--- src/rtl/msx2_ram_mapper_bridge_pkg.sv ---
// Shared types and constants for the MSX2 RAM mapper bridge.
package msx2_ram_mapper_bridge_pkg;

    localparam int unsigned SEG_OFFSET_W = 14;
    localparam int unsigned SEG_W        = 8;
    localparam int unsigned DATA_W       = 8;
    localparam int unsigned CPU_ADDR_W   = 16;
    localparam int unsigned TIMER_W      = 8;

    // Value the CPU sees on an undriven data bus.
    localparam logic [DATA_W-1:0] OPEN_BUS = 8'hFF;

    typedef enum logic [1:0] {
        IDLE = 2'd0,
        REQ  = 2'd1,
        DONE = 2'd2
    } mapper_bridge_state_t;

    // A size of zero stands for a full 256-segment mapper.
    function automatic logic seg_in_range(input logic [SEG_W-1:0] seg,
                                          input logic [SEG_W-1:0] size);
        return (size == '0) || (seg < size);
    endfunction

endpackage

--- src/rtl/msx2_ram_mapper_bridge_if.sv ---
// CPU-side and RAM-side bus signals of the mapper bridge.
interface msx2_ram_mapper_bridge_if
    import msx2_ram_mapper_bridge_pkg::*;
#(
    parameter int unsigned ADDR_W = 22
);
    // CPU / slot side
    logic                     mem_rq;
    logic                     rd;
    logic                     wr;
    logic [CPU_ADDR_W-1:0]    addr;
    logic [DATA_W-1:0]        wdata;
    logic [SEG_W-1:0]         segment;
    logic [SEG_W-1:0]         size;
    logic                     cpu_wait;
    logic [DATA_W-1:0]        rdata;
    logic                     rdata_valid;
    // RAM controller side
    logic                     ram_req;
    logic                     ram_we;
    logic [ADDR_W-1:0]        ram_addr;
    logic [DATA_W-1:0]        ram_wdata;
    logic                     ram_ack;
    logic [DATA_W-1:0]        ram_rdata;
    // Status
    logic                     timeout_err;

    // Bridge side
    modport slave (
        input  mem_rq, rd, wr, addr, wdata, segment, size, ram_ack, ram_rdata,
        output cpu_wait, rdata, rdata_valid, ram_req, ram_we, ram_addr,
               ram_wdata, timeout_err
    );

    // Environment side (CPU, register block and RAM controller)
    modport master (
        output mem_rq, rd, wr, addr, wdata, segment, size, ram_ack, ram_rdata,
        input  cpu_wait, rdata, rdata_valid, ram_req, ram_we, ram_addr,
               ram_wdata, timeout_err
    );

endinterface

--- src/rtl/msx2_ram_req_timer.sv ---
// Counts cycles spent waiting for ram_ack and flags the last allowed cycle.
module msx2_ram_req_timer
    import msx2_ram_mapper_bridge_pkg::*;
#(
    parameter int unsigned TIMEOUT = 255
) (
    input  logic clk,
    input  logic rst_n,
    input  logic clr,
    input  logic en,
    output logic expire_c
);

    logic [TIMER_W-1:0] count_q;
    logic [TIMER_W-1:0] count_d;

    // Clear has priority over increment.
    always_comb begin
        count_d = count_q;
        if (clr) begin
            count_d = '0;
        end else if (en) begin
            count_d = count_q + TIMER_W'(1);
        end
    end

    // Counter register.
    always_ff @(posedge clk or negedge rst_n) begin
        if (!rst_n) begin
            count_q <= '0;
        end else begin
            count_q <= count_d;
        end
    end

    assign expire_c = (count_q == TIMER_W'(TIMEOUT - 1));

endmodule

--- src/rtl/msx2_ram_mapper_bridge.sv ---
// Turns a mapped CPU memory cycle into one RAM req/ack transaction,
// stretching the CPU with wait and holding read data for the data mux.
module msx2_ram_mapper_bridge
    import msx2_ram_mapper_bridge_pkg::*;
#(
    parameter int unsigned        ADDR_W   = 22,
    parameter logic [ADDR_W-1:0]  RAM_BASE = '0,
    parameter int unsigned        TIMEOUT  = 255
) (
    input  logic                        clk,
    input  logic                        reset_n,
    msx2_ram_mapper_bridge_if.slave     bus
);

    mapper_bridge_state_t state_q, state_d;
    logic                 ram_req_q, ram_req_d;
    logic                 ram_we_q, ram_we_d;
    logic [ADDR_W-1:0]    ram_addr_q, ram_addr_d;
    logic [DATA_W-1:0]    ram_wdata_q, ram_wdata_d;
    logic [DATA_W-1:0]    rdata_q, rdata_d;
    logic                 rdata_valid_q, rdata_valid_d;
    logic                 timeout_err_q, timeout_err_d;

    logic                 start_c;
    logic                 we_c;
    logic                 in_range_c;
    logic [ADDR_W-1:0]    mapped_addr_c;
    logic                 timer_clr_c;
    logic                 timer_en_c;
    logic                 timer_expire_c;
    logic                 unused_bank_c;

    // addr[15:14] already selected the segment upstream.
    assign unused_bank_c = ^bus.addr[CPU_ADDR_W-1:SEG_OFFSET_W];

    // Access decode; a simultaneous rd and wr is treated as a read.
    assign start_c    = (state_q == IDLE) && bus.mem_rq && (bus.rd || bus.wr);
    assign we_c       = bus.wr && !bus.rd;
    assign in_range_c = seg_in_range(bus.segment, bus.size);

    // Physical address wraps modulo 2^ADDR_W.
    assign mapped_addr_c = RAM_BASE
                         + ADDR_W'({bus.segment, bus.addr[SEG_OFFSET_W-1:0]});

    msx2_ram_req_timer #(
        .TIMEOUT (TIMEOUT)
    ) u_timer (
        .clk      (clk),
        .rst_n    (reset_n),
        .clr      (timer_clr_c),
        .en       (timer_en_c),
        .expire_c (timer_expire_c)
    );

    // Next-state and registered-output logic.
    always_comb begin
        state_d       = state_q;
        ram_req_d     = ram_req_q;
        ram_we_d      = ram_we_q;
        ram_addr_d    = ram_addr_q;
        ram_wdata_d   = ram_wdata_q;
        rdata_d       = rdata_q;
        rdata_valid_d = rdata_valid_q;
        timeout_err_d = timeout_err_q;
        timer_clr_c   = 1'b0;
        timer_en_c    = 1'b0;

        case (state_q)
            IDLE: begin
                if (start_c) begin
                    ram_we_d    = we_c;
                    ram_addr_d  = mapped_addr_c;
                    ram_wdata_d = bus.wdata;
                    if (in_range_c) begin
                        state_d   = REQ;
                        ram_req_d = 1'b1;
                    end else begin
                        // Unpopulated segment: reads float, writes vanish.
                        state_d = DONE;
                        if (!we_c) begin
                            rdata_d       = OPEN_BUS;
                            rdata_valid_d = 1'b1;
                        end
                    end
                end
            end

            REQ: begin
                if (bus.ram_ack) begin
                    state_d   = DONE;
                    ram_req_d = 1'b0;
                    if (!ram_we_q) begin
                        rdata_d       = bus.ram_rdata;
                        rdata_valid_d = 1'b1;
                    end
                end else if (timer_expire_c) begin
                    state_d       = DONE;
                    ram_req_d     = 1'b0;
                    rdata_d       = OPEN_BUS;
                    rdata_valid_d = !ram_we_q;
                    timeout_err_d = 1'b1;
                end else begin
                    timer_en_c = 1'b1;
                end
            end

            DONE: begin
                // Wait for the CPU cycle to end so a held mem_rq cannot re-trigger.
                if (!bus.mem_rq) begin
                    state_d       = IDLE;
                    rdata_valid_d = 1'b0;
                    timer_clr_c   = 1'b1;
                end
            end

            default: begin
                state_d   = IDLE;
                ram_req_d = 1'b0;
            end
        endcase
    end

    // State and output registers.
    always_ff @(posedge clk or negedge reset_n) begin
        if (!reset_n) begin
            state_q       <= IDLE;
            ram_req_q     <= 1'b0;
            ram_we_q      <= 1'b0;
            ram_addr_q    <= '0;
            ram_wdata_q   <= '0;
            rdata_q       <= OPEN_BUS;
            rdata_valid_q <= 1'b0;
            timeout_err_q <= 1'b0;
        end else begin
            state_q       <= state_d;
            ram_req_q     <= ram_req_d;
            ram_we_q      <= ram_we_d;
            ram_addr_q    <= ram_addr_d;
            ram_wdata_q   <= ram_wdata_d;
            rdata_q       <= rdata_d;
            rdata_valid_q <= rdata_valid_d;
            timeout_err_q <= timeout_err_d;
        end
    end

    // Wait is combinational so the CPU is stalled in the very cycle it starts.
    assign bus.cpu_wait    = reset_n && (start_c || (state_q == REQ));
    assign bus.rdata       = rdata_q;
    assign bus.rdata_valid = rdata_valid_q;
    assign bus.ram_req     = ram_req_q;
    assign bus.ram_we      = ram_we_q;
    assign bus.ram_addr    = ram_addr_q;
    assign bus.ram_wdata   = ram_wdata_q;
    assign bus.timeout_err = timeout_err_q;

endmodule

--- src/flat_wrapper.sv ---
// flat-port wrapper written by rule: the top's interface ports become plain ports
module msx2_ram_mapper_bridge_flat import msx2_ram_mapper_bridge_pkg::*;
#(
    parameter int unsigned        ADDR_W   = 22,
    parameter logic [ADDR_W-1:0]  RAM_BASE = '0,
    parameter int unsigned        TIMEOUT  = 255
)
  (clk, reset_n, bus_mem_rq, bus_rd, bus_wr, bus_addr, bus_wdata, bus_segment, bus_size, bus_ram_ack, bus_ram_rdata, bus_cpu_wait, bus_rdata, bus_rdata_valid, bus_ram_req, bus_ram_we, bus_ram_addr, bus_ram_wdata, bus_timeout_err);
  msx2_ram_mapper_bridge_if #(.ADDR_W(ADDR_W)) bus_i ();
  input  logic clk;
  input  logic reset_n;
  input wire logic [$bits(bus_i.mem_rq)-1:0] bus_mem_rq;
  input wire logic [$bits(bus_i.rd)-1:0] bus_rd;
  input wire logic [$bits(bus_i.wr)-1:0] bus_wr;
  input wire logic [$bits(bus_i.addr)-1:0] bus_addr;
  input wire logic [$bits(bus_i.wdata)-1:0] bus_wdata;
  input wire logic [$bits(bus_i.segment)-1:0] bus_segment;
  input wire logic [$bits(bus_i.size)-1:0] bus_size;
  input wire logic [$bits(bus_i.ram_ack)-1:0] bus_ram_ack;
  input wire logic [$bits(bus_i.ram_rdata)-1:0] bus_ram_rdata;
  output wire logic [$bits(bus_i.cpu_wait)-1:0] bus_cpu_wait;
  output wire logic [$bits(bus_i.rdata)-1:0] bus_rdata;
  output wire logic [$bits(bus_i.rdata_valid)-1:0] bus_rdata_valid;
  output wire logic [$bits(bus_i.ram_req)-1:0] bus_ram_req;
  output wire logic [$bits(bus_i.ram_we)-1:0] bus_ram_we;
  output wire logic [$bits(bus_i.ram_addr)-1:0] bus_ram_addr;
  output wire logic [$bits(bus_i.ram_wdata)-1:0] bus_ram_wdata;
  output wire logic [$bits(bus_i.timeout_err)-1:0] bus_timeout_err;
  assign bus_i.mem_rq = bus_mem_rq;
  assign bus_i.rd = bus_rd;
  assign bus_i.wr = bus_wr;
  assign bus_i.addr = bus_addr;
  assign bus_i.wdata = bus_wdata;
  assign bus_i.segment = bus_segment;
  assign bus_i.size = bus_size;
  assign bus_i.ram_ack = bus_ram_ack;
  assign bus_i.ram_rdata = bus_ram_rdata;
  assign bus_cpu_wait = bus_i.cpu_wait;
  assign bus_rdata = bus_i.rdata;
  assign bus_rdata_valid = bus_i.rdata_valid;
  assign bus_ram_req = bus_i.ram_req;
  assign bus_ram_we = bus_i.ram_we;
  assign bus_ram_addr = bus_i.ram_addr;
  assign bus_ram_wdata = bus_i.ram_wdata;
  assign bus_timeout_err = bus_i.timeout_err;
  msx2_ram_mapper_bridge #(.ADDR_W(ADDR_W), .RAM_BASE(RAM_BASE), .TIMEOUT(TIMEOUT)) u_core (.clk(clk), .reset_n(reset_n), .bus(bus_i));
endmodule
--- config.mk ---
export PLATFORM = sky130hd
export DESIGN_NAME = msx2_ram_mapper_bridge_flat
export DESIGN_NICKNAME = d
export VERILOG_FILES = /design/src/rtl/msx2_ram_mapper_bridge_pkg.sv /design/src/rtl/msx2_ram_mapper_bridge_if.sv /design/src/rtl/msx2_ram_req_timer.sv /design/src/rtl/msx2_ram_mapper_bridge.sv /design/src/flat_wrapper.sv
export SDC_FILE = /design/constraint.sdc
export NUM_CORES = 1
export LEC_CHECK = 0
export ABC_CLOCK_PERIOD_IN_PS = 3800
export BUFFER_PORTS_ARGS = -buffer_cell sky130_fd_sc_hd__buf_2
export CORE_MARGIN = 2
export CORE_UTILIZATION = 44
export CTS_CLUSTER_DIAMETER = 60
export CTS_CLUSTER_SIZE = 16
export DETAILED_ROUTE_END_ITERATION = 7
export MAX_ROUTING_LAYER = met4
export PLACE_DENSITY = 0.73
export SYNTH_ARGS = -nofsm -noshare
export SYNTH_HDL_FRONTEND = slang
export SYNTH_SLANG_ARGS = --single-unit
--- constraint.sdc ---
create_clock -name clk -period 3.8 [get_ports clk]
set_input_delay 0.57 -clock clk [delete_from_list [all_inputs] [get_ports clk]]
set_output_delay 0.57 -clock clk [all_outputs]
set_load 0.01 [all_outputs]
Word level (Yosys, flattened, before mapping). Index checks and enable logic that the tools add are counted.

Output and inout bits: 43. RAM bits: 0. Input bits: 54. Logic and storage cells: 76. Memory bits (read-only): 0. Register bits: 52. Latch bits: 0. Memories: 0.

$add $sub $neg: 1. Divide/modulo/power cells: 0. Bitwise gates (word level): 2. Reductions and logical operators: 20. Muxes and demuxes: 33. Multipliers: 0. $lt $le $gt $ge: 1. Equal/unequal tests: 10. Shift-type cells: 0.

Operators with widths (number): $mux W8 (8); $mux W1 (16); $pmux W8 S2 (1); $mux W2 (5); $add A8 B1 Y8 const B (1); $eq A8 B8 Y1 const B (1); $logic_not A8 Y1 (1); $lt A8 B8 Y1 (1); $reduce_and A7 Y1 (1); $ne A2 B2 Y1 const B (3); $pmux W1 S3 (2); $pmux W2 S3 (1); $reduce_and A3 Y1 (2); $reduce_and A6 Y1 (1); $logic_and A1 B1 Y1 (4); $ne A2 B1 Y1 const B (2); $reduce_and A4 Y1 (1); $reduce_bool A2 Y1 (2); $logic_or A1 B1 Y1 (3); $ne A3 B2 Y1 const B (1); $ne A3 B3 Y1 const B (1); $reduce_bool A3 Y1 (1); $eq A2 B1 Y1 const B (1); $eq A2 B2 Y1 const B (1); other kinds (4) (6).

Depth between registers and ports, before layout.
Word-level depth: 6. Depth in mapped cells: 8. Gate-level depth less buffers: 7.

By module. A second synthesis with hierarchy kept.

Cells, all modules: 194. Area total of the unflattened synthesis: 2414.8 µm².

By module, submodules not included: msx2_ram_mapper_bridge (sequential area each 1111.1 µm², cells each 153, area an instance 2004.4 µm², instances 1); msx2_ram_req_timer (sequential area each 200.2 µm², cells each 41, area an instance 410.4 µm², instances 1).

Least setup slack after synthesis. Ideal clock, no wire load.

Path type: input-to-reg. From: input bus_size[1]. To: register u_core.rdata_q[0], in the netlist u_core.bus.rdata[0]. Buffers on the path: 1. Stages on the path: 7. Slack: 1.920 ns. Required time: 3.718 ns. Library setup time: 0.082 ns. Arrival: 1.798 ns. Path through: inv_1 -> ha_1 -> a2111oi_4 -> o311ai_4 -> buf_6 -> a211oi_1 -> nor2_1.

Longest elaborated chain between the ends: 4. Elaborated cells between the ends (all ways): 5. Classes of those cells: order compare: 1; eq/ne: 1; reduce/logical: 3.

Ends and longest elaborated chain: start: declaration (line flat_wrapper.sv:18) `input wire logic [$bits(bus_i.size)-1:0] bus_size;`; $lt A8 B8 Y1 / $logic_not A8 Y1 (equally long branches) (line msx2_ram_mapper_bridge_pkg.sv:22) `return (size == '0) || (seg < size);`; $logic_or A1 B1 Y1 * (line msx2_ram_mapper_bridge_pkg.sv:22); $ne A2 B2 Y1 (no line) *; $reduce_and A6 Y1 (no line) *; end signal: assignment (line msx2_ram_mapper_bridge.sv:140) `rdata_q <= rdata_d;`; end: declaration (line msx2_ram_mapper_bridge.sv:20) `logic [DATA_W-1:0] rdata_q, rdata_d;`.

Every way passes the cells marked *; elsewhere a longest branch is shown, timed or not. A chain may end at the register's enable or synchronous reset.

Final worst setup path.
From: input bus_wr. To: output bus_cpu_wait.

Longest elaborated chain between the ends: 4.

Ends and longest elaborated chain: start: declaration (line flat_wrapper.sv:14) `input wire logic [$bits(bus_i.wr)-1:0] bus_wr;`; $logic_or A1 B1 Y1 (line msx2_ram_mapper_bridge.sv:37) `assign start_c = (state_q == IDLE) && bus.mem_rq && (bus.rd || bus.wr);`; $logic_and A1 B1 Y1 (line msx2_ram_mapper_bridge.sv:37); $logic_or A1 B1 Y1 (line msx2_ram_mapper_bridge.sv:147) `assign bus.cpu_wait = reset_n && (start_c || (state_q == REQ));`; $logic_and A1 B1 Y1 (line msx2_ram_mapper_bridge.sv:147); end: declaration (line flat_wrapper.sv:21) `output wire logic [$bits(bus_i.cpu_wait)-1:0] bus_cpu_wait;`.

Every way passes these cells.

==> reports/results.txt <==
Status: completed
CTS H-tree lvls: 2
DRT iter0 DRCs: 79
Fin Clk Skew: 0.00353 ns
Syn avg cell area: 12.0 µm²
Primary FF master, synth: dfrtp_1
Via count: 1987
Hold Buf Count CTS: 0
Initial Util: 45.6%
Least-Margin Pin Slew: 0.646 ns
Sequential cell area: 1310 µm²
Most frequent cells in the layout: buf_2 (94), dfrtp_1 (44), mux2_2 (29)
WP buf/inv: 2
Die height: 79.8 µm
Post-DP Area: 3060 µm²
Core Region: 5540 µm²
Post-synth EDFFs: 0
Post-synth cell types: 44
Critical path, cell by cell: buf_2 -> o21ai_0 -> a21oi_1 -> and2_1 -> buf_2
Syn. warnings: 0
Critical path's slowest cell: o21ai_0
Drt wl/cell: 14.3 µm
Final GP Congestion: 0.769
Total CTS buffers: 5
Clock-pin slew on the worst setup and hold paths: 0.10 ns
I/O Buffers: 94
Mapped Area: 2530 µm²
Area occupied by multi-input gates: 1140 µm²
Leading cell type in the layout, fill and taps excluded: buf_2
Setup TNS: 0 ns
Cell Pwr Density: 707 nW/µm²
RSZ-0062 raised after global routing: no
CTS tree: done
Fin crit share: 58.1%
CTS Sinks: 52
MaxCap Viol Count: 0
Layout Nets: 370
Final setup violation count: 0
Cells after Synth: 211
Final design area excluding fillers: 3160 µm²
Post-synthesis sequential area ratio: 51.9%
Crit path time final: 2.21 ns
Critical Path Most Common Cell: buf_2
Max Fclk: 453 MHz
ANT nets after route: 0
DR DRC count: 0
Slew headroom: 56.9%
All-Layer GR Usage: 18.5%
Pin count of the biggest net entering global routing: 53
Filler cells: 491
CP Data Required Time: 3.23 ns
Fin. max-slew vios: 0
Hold Crit Class: in -> async
Global-route wire length before repair: 8.98 mm
CP top delay family: compound AO/OA/AOI/OAI gates
Vias per std cell: 5.23
Critical path class: in -> out
Critical Path Start Type: input pin
Die width: 79.8 µm
Final worst slack: 1.59 ns
WP data arrival: 1.64 ns
Drt total wl: 5.42 mm
Max incr delay on CP: 0.44 ns
Area delta synth->final: 25.1%
Final hold viol count: 0
Place WS: 1.57 ns
Number of diodes: 0
Worst-Skew Late Latency: 0.31 ns
Num rows: 27
Layout cell share with drive strength beyond 1: 49.4%
Max clock buf depth: 2
Peak VDD IR: 0.383 mV
Setup crit end kind: output pin
Antenna violations before repair: 0
Async set-or-reset flop fraction in the synthesized netlist: 100%
Io pins: 97
DRT Pass-1 Iters: 4
Post-DP HPWL: 4.04 mm
Post-CTS setup buffers: 0
Grt ovf: 0
Peak fanout along the critical path: 3
Synthesized Nets: 274
Pleak: 1.49 nW
CTS root buf: clkbuf_8
Number of synthesized register bits: 52
Number of global-route vias before repair: 2025
Post-CTS sizing: 0
Die area: 6360 µm²
layer usage:
metal	GRT usage (%)	share of wire [%]	wire length (µm)
met1	23.3	44	2390
met2	29.6	47	2540
met3	5.66	8.3	449
met4	4.07	0.81	44
met5	-	0	0
cell type report:
type	instances	area share (%)
clock buffers	5	2.18
flip-flops and latches	52	41.5
clock inverters	3	0.871
multi-input cells	141	35.9
well taps	72	2.85
inverters	11	1.31
repair buffers	96	15.4
power breakdown:
group          leakage, nW  switching [W]  internal (W)
Combinational        0.821       0.000462      0.000449
Clock               0.0463       0.000197      0.000135
Sequential           0.622       0.000164      0.000827
synth_stat cells (6+ instances only):
| library cell | count | area share (%) |
|---|---|---|
| dfrtp_1 | 44 | 44 |
| nor2_1 | 19 | 2.8 |
| ha_1 | 9 | 4.5 |
| nand2_1 | 6 | 0.89 |
| a211oi_1 | 8 | 2.4 |
| mux2_2 | 29 | 13 |
| inv_1 | 11 | 1.6 |
| dfstp_2 | 8 | 8.3 |
| o22ai_1 | 8 | 2.0 |
| o21ai_0 | 6 | 1.2 |
| a21oi_1 | 7 | 1.4 |
through the flow:
stage	hold slack, ns	power, W	utilization, %	instances
3_5_place_dp	0.442	0.00192	55.3	372
2_1_floorplan	0.274	0.00155	-	211
4_1_cts	0.421	0.00226	57.0	380
3_3_place_gp	0.459	0.00188	55.3	372
5_1_grt	0.460	0.00239	57.0	380
6_report	0.412	0.00223	57.0	380
worst paths after layout:
| check | to | start | cells after the start | slack [ns] |
|---|---|---|---|---|
| setup / recovery | bus_cpu_wait | bus_wr | 5 | 1.59 |
| hold / removal | u_core.bus.ram_addr[21] | reset_n | 2 | 0.41 |
| setup reg to reg | u_core.bus.rdata_valid | u_core.u_timer.count_q[0] | 7 | 1.85 |
| hold reg to reg | u_core.bus.timeout_err | u_core.bus.timeout_err | 1 | 0.47 |
| max in group asynchronous | u_core.u_timer.count_q[4] | reset_n | 2 | 2.96 |
| min in group clk | u_core.bus.ram_addr[1] | bus_addr[1] | 2 | 0.47 |
kinds of logic after synthesis:
family / share of synthesized area, %
muxes: 14.2
DFF: 51.9
and+or+nand+nor: 10.8
xor gates and xnor gates: 1.39
AOI/OAI and AO/OA: 13.9
adders and majority gates: 4.46
buffers and inverters: 3.37
worst reg2reg max path, cell delays in order, from the launching register on:
cell and delay, ns:
dfrtp_1 0.42, inv_1 0.09, ha_1 0.15, nand3_1 0.13
o21ai_2 0.52, o31ai_1 0.21, mux2i_1 0.22, o211ai_2 0.09
sequential cells by signal, summed over array words and instances (netlist names):
register,cells
u_core.bus.ram_req,1
u_core.bus.rdata_valid,1
u_core.bus.ram_we,1
u_core.bus.ram_addr,22
u_core.bus.timeout_err,1
u_core.state_q,2
u_core.bus.ram_wdata,8
u_core.u_timer.count_q,8
u_core.bus.rdata,8
(Power assumes the default switching activity.)
